===== src/rtl/qdr2_pkg.sv =====
// Shared constants and types for the QDR-II burst-of-4 SRAM model.
package qdr2_pkg;
   localparam int BEATS     = 4;
   localparam int BYTE_W    = 9;
   localparam int NUM_BYTES = 4;

   typedef logic [1:0] beat_t;
   typedef enum logic [0:0] {IDLE = 1'b0, BURST = 1'b1} eng_state_e;

   localparam beat_t LAST_BEAT = beat_t'(BEATS - 1);
endpackage


===== src/rtl/qdr2_burst_engine.sv =====
// Burst sequencer shared by the read and write paths: latches the burst address
// and walks the beat index; free in idle or in the final beat so bursts chain gap-free.
module qdr2_burst_engine
   import qdr2_pkg::*;
#(
   parameter int AW = 10
) (
   input  logic          CLK,
   input  logic          RESET,
   input  logic          i_start,
   input  logic [AW-1:0] i_addr,
   output logic          o_free,
   output logic          o_active,
   output beat_t         o_beat,
   output logic [AW-1:0] o_addr
);
   eng_state_e    r_state;
   beat_t         r_beat;
   logic [AW-1:0] r_addr;

   assign o_free   = (r_state == IDLE) || (r_beat == LAST_BEAT);
   assign o_active = (r_state == BURST);
   assign o_beat   = r_beat;
   assign o_addr   = r_addr;

   always_ff @(posedge CLK) begin
      if (RESET) begin
         r_state <= IDLE;
         r_beat  <= '0;
      end else if (i_start) begin
         r_state <= BURST;
         r_beat  <= '0;
      end else if (r_state == BURST) begin
         if (r_beat == LAST_BEAT) begin
            r_state <= IDLE;
         end
         r_beat <= r_beat + beat_t'(1);
      end
   end

   always_ff @(posedge CLK) begin
      if (i_start) begin
         r_addr <= i_addr;
      end
   end
endmodule


===== config.mk =====
export PLATFORM = sky130hd
export DESIGN_NAME = qdr2_burst_engine
export DESIGN_NICKNAME = d
export VERILOG_FILES = /design/src/rtl/qdr2_pkg.sv /design/src/rtl/qdr2_burst_engine.sv
export SDC_FILE = /design/constraint.sdc
export NUM_CORES = 1
export LEC_CHECK = 0
export ABC_AREA = 1
export CAP_MARGIN = 0
export CORE_ASPECT_RATIO = 0.75
export CORE_MARGIN = 2
export CORE_UTILIZATION = 25
export CTS_CLUSTER_DIAMETER = 50
export CTS_CLUSTER_SIZE = 40
export DETAILED_ROUTE_END_ITERATION = 8
export MAX_ROUTING_LAYER = met4
export PLACE_DENSITY = 0.56
export SYNTH_ARGS = -nofsm -noshare
export SYNTH_HDL_FRONTEND = slang
export SYNTH_SLANG_ARGS = --single-unit
export TNS_END_PERCENT = 1

===== constraint.sdc =====
create_clock -name CLK -period 1.3 [get_ports CLK]
set_clock_uncertainty 0.2 [all_clocks]
set_input_delay 0.13 -clock CLK [delete_from_list [all_inputs] [get_ports CLK]]
set_output_delay 0.13 -clock CLK [all_outputs]
set_load 0.01 [all_outputs]

-- Yosys cells after proc, flatten, opt, wreduce, memory -nomap -nowiden
Cells that the tools add are included.
- register bits: 13
- input bits: 13
- output and inout bits: 14
- word-level logic and storage cells: 11
- $add $sub $neg: 1
- eq/ne operators: 1
- multiplexer cells: 3
- bitwise gates (word level): 1
- reductions and logical operators: 2
- operators by type and width (operator ; number):
    two-way mux 1 bit ; 3
    adder 2 x 1 -> 2 bit (second input constant) ; 1
    == test 2 bit (second input constant) ; 1
    OR reduction 2 bit ; 1
    logical OR 1 bit ; 1
    inverter 1 bit ; 1

-- Depth between registers and ports, before layout
- depth in word-level cells: 4
- gate-level depth with buffers: 5
- depth with buffers taken out: 5

-- Worst setup path before layout
Ideal clock, no wire load.
- path type: register to register
- from: register r_beat[0] (netlist: o_beat[0])
- to: register r_beat[1] (netlist: o_beat[1])
- setup time: 113 ps
- data arrival time: 805 ps
- data required time: 987 ps
- setup slack: 183 ps
- stages on the path, launching flop included: 6
- buffers on the path: 0
- clock period less this slack: 1117 ps
- path through: dfxtp_1 ha_1 inv_1 nand2_1 nand2_1 nor2_1
- word-level cells in the longest chain between the ends: 1
- RTL lines (item ; line ; source):
    start, declared ; qdr2_burst_engine.sv:18 ; beat_t r_beat;
    start signal, assigned ; qdr2_burst_engine.sv:37 ; r_beat <= r_beat + beat_t'(1);
    adder 2 x 1 -> 2 bit ; qdr2_burst_engine.sv:37 ;
Every way passes these cells.
A chain may end at the register's enable or synchronous reset.

-- Worst setup path in the final report
- from: register r_beat[1] (netlist: o_beat[1])
- to: output port o_free
- word-level cells in the longest chain between the ends: 2
- RTL lines (item ; line ; source):
    == test 2 bit ; qdr2_burst_engine.sv:21 ; assign o_free = (r_state == IDLE) || (r_beat == LAST_BEAT);
    logical OR 1 bit ; qdr2_burst_engine.sv:21 ;
    end, declared ; qdr2_burst_engine.sv:12 ; output logic o_free,
Every way passes these cells.

==> metrics list <==
- For this run, the top clock speed supported by timing is slightly below 800 MHz.
- Post-DP Area: 764 um^2
* Clock transition at the register clock pins on the worst setup and hold paths after CTS: around 0.070 ns
* Cell-internal power: ~690 uW
- The final count of hold timing violations is 0.
* Mean routed wirelength per cell: ~12 um
* Clock sinks: 13
- Worst R2R Setup Slack: 0.11 ns
- Avg Synthesized Cell Area: between 15 and 20 um^2
- Vias in the first global route: ~340
* Maximum number of pins on one net before global-route repair: 8
* Setup repair after global routing missed its margin: yes
- Initial core utilization: 0.280
- In this run the number of H-tree levels came out at 1.
- Instance count of the mapped netlist: 28
* Net Count, Synth: 42
* RR Endpoint: o_active$_SDFF_PP0_
* Initial antenna violation count: 0
- Detailed routing inserted a total of between 300 and 400 vias.
- Die Span Y: about 40 um
- In this run the remaining antenna-violating nets after routing total 0.
* Worst EP arrival: about 0.97 ns
- Placer Congestion: ~0.75
* Total count of max-transition violations in the final report: 0
- Counting I/O delays and the setup requirement, the final critical path takes 1.30 ns.
- Most common cell after layout, fill and taps aside: sky130_fd_sc_hd__clkdlybuf4s50_1
- Worst-Skew Late Latency: ~0.27 ns
* Number of buffers created by CTS: 3
- At the worst endpoint, the required time is 0.97 ns.
- Post-detail-place hpwl: a little over 800 um
- The startpoint identified for the worst register-to-register timing path is o_beat[1]$_SDFFE_PP0P_.
* Period utilisation layout: 0.999
* Final setup viols: 0
- The finished layout holds 86 standard cells, fillers aside.
- Adding up every negative setup slack in the final design gives 0 ns.
- Endpoint of the most critical setup path: o_free
* Total gr overflow: 0
* Proportion of layout cells with a drive suffix above 1: 0.308
- Port Buffers: 26
- Yosys reg bits: 13
- The worst register-to-register path has a depth of 6.
- For the pin with the worst max-slew slack, the measured transition is between 0.1 and 0.15 ns.
- The flow ran to the end, and the final reports show no timing, DRC or antenna violations.
- The first TritonRoute pass finished after 3 iterations.
* Number of I/O pins: 27
- STA classifies the critical path startpoint as a register.
- Slew headroom: 0.903
- Worst Path Max Fanout: 2
- Library cell used as clock root buffer: sky130_fd_sc_hd__clkbuf_4
- The detailed router finished its first iteration with 7 violations.
- Across every metal layer, demand over resource in global routing totals 0.117.
* Critical Path End Type: output port
- The clock passes through at most 2 buffers.
- Core outline area: 0.00155 mm^2
- In this run the power density over the cells is between 1000 and 1500 mW/mm^2.
* Leading cell types in the layout, fill and taps excluded: sky130_fd_sc_hd__clkdlybuf4s50_1 (12), sky130_fd_sc_hd__edfxtp_1 (10), sky130_fd_sc_hd__clkdlybuf4s15_1 (8)
- For this run, the register share of the synthesized area comes to 0.832.
- Total die area: about 0.0021 mm^2
* Class of the worst hold path: primary input to register
- Using the TritonRoute via totals, the vias-per-cell ratio works out to 3.90.
- Standard-cell row count: 12
* Lkg Pwr: 0.000324 uW
- The critical path is of the register to output port type.
* Post-synthesis cell area: between 400 and 500 um^2
- First-pass GRT wire length: roughly 1500 um
- For this run, design rule violations remaining after detail routing come to 0.
- Count of yosys warnings during synthesis: 0
* Number of nets at the end of the flow: 80
- Count of antenna diodes in the layout: 0
- Combinational group share of total power: 0.161
* Cells after DPL: 81
- Fill cells in the final layout number between 100 and 150.
- Total Power Consumption: just under 900 uW
- Across the VDD grid, the largest voltage drop is 0.000652 V.
- After synthesis, the netlist uses 8 different library cells.
- The critical path starts at o_beat[1]$_SDFFE_PP0P_.
* Layout-stage area growth over the synthesis result: 85.3%
- CTS tree: yes
* Clk pwr share: 0.277
- Die width: 52.1 um
- Of the total power, the share spent switching nets is 0.216.
* Sequential share of power: 0.561
- In this run the power spent charging and discharging nets is 189 uW.
- The tool flagged a number of max-cap violations equal to 0.
- Final standard cell area without fillers: about 800 um^2
- Total Routed Length: between 1000 and 1500 um
## layer usage
layer	track usage	wire, um	up-vias
li1	-	-	168
met5	-	0	-
met2	0.209	547	11
met4	0.0789	19	0
met3	0.0522	67	2
met1	0.102	373	154
## stage by stage
stage | hold slack [ns] | setup WS, ns | utilization
global route | 0.192 | -0.0608 | 0.519
global placement | 0.380 | -0.0918 | 0.494
detailed placement | 0.386 | -0.128 | 0.494
floorplan | -0.00756 | 0.183 | -
CTS | 0.203 | -0.163 | 0.503
finish | 0.211 | 0.00137 | 0.519
## cells by family (layout without fill, tap and decap cells)
| group | count (synthesis) | in the layout | synth area share |
|---|---|---|---|
| AOI/OAI and AO/OA | 1 | 1 | 0.0202 |
| and+or+nand+nor | 10 | 10 | 0.0925 |
| buffers and inverters | 3 | 40 | 0.0260 |
| adders and majority gates | 1 | 1 | 0.0289 |
| DFF | 13 | 13 | 0.832 |
## power groups by stage
stage / clock (uW) / sequential, uW / combinational, uW
2_1_floorplan: 0 / 517 / 14.5
4_1_cts: 254 / 489 / 134
6_report: 243 / 491 / 141
5_1_grt: 286 / 494 / 152
3_5_place_dp: 0 / 499 / 155
3_3_place_gp: 0 / 498 / 153
## registers in the layout, summed over array words and instances (netlist names)
signal and count:
o_active 1, o_addr 10, o_beat 2
## worst max-delay path: stages (launching register included)
cell                      delay, ns
sky130_fd_sc_hd__dfxtp_2       0.34
sky130_fd_sc_hd__ha_4          0.15
sky130_fd_sc_hd__inv_2         0.04
sky130_fd_sc_hd__nand2_2       0.05
sky130_fd_sc_hd__buf_6         0.12
## synthesized netlist by cell type
master / number / area, um^2
sky130_fd_sc_hd__nor2_1: 5 / 18.8
sky130_fd_sc_hd__edfxtp_1: 10 / 300
sky130_fd_sc_hd__ha_1: 1 / 12.5
sky130_fd_sc_hd__nand2_1: 4 / 15.0
sky130_fd_sc_hd__nand2_2: 1 / 6.26
sky130_fd_sc_hd__dfxtp_1: 3 / 60.1
sky130_fd_sc_hd__inv_1: 3 / 11.3
sky130_fd_sc_hd__a21oi_2: 1 / 8.76
## how the worst min path moves through the flow
stage                                       from                endpoint  slack (ns)  cells after the start
final                                  i_addr[9]     o_addr[9]$_DFFE_PP_        0.21                      1
after global routing                   i_addr[8]     o_addr[8]$_DFFE_PP_        0.19                      1
after CTS                              i_addr[9]     o_addr[9]$_DFFE_PP_        0.20                      1
after detailed placement     o_active$_SDFF_PP0_     o_active$_SDFF_PP0_        0.39                      3
after global placement    o_beat[1]$_SDFFE_PP0P_  o_beat[1]$_SDFFE_PP0P_        0.38                      3
after floorplan                            RESET     o_active$_SDFF_PP0_      -0.008                      1
## repair_timing
action | in CTS | in global routing
hold buffers | 0 | 0
pin swaps | 0 | 1
cloned | 0 | 0
hold endpoints to repair | 0 | 0
setup buffers | 0 | 1
endpoints found under the setup margin | 14 | 11
gates resized for setup | 18 | 19
## layout make-up
class / count / area [um^2] / area share
repair buffers: 33 / 300 / 0.374
inverters: 3 / 11.3 / 0.0140
clock buffers: 4 / 26.3 / 0.0328
well taps: 21 / 26.3 / 0.0328
multi-input cells: 12 / 73.8 / 0.0920
flip-flops and latches: 13 / 364 / 0.454
No activity file was read; power rests on OpenSTA's default activity.
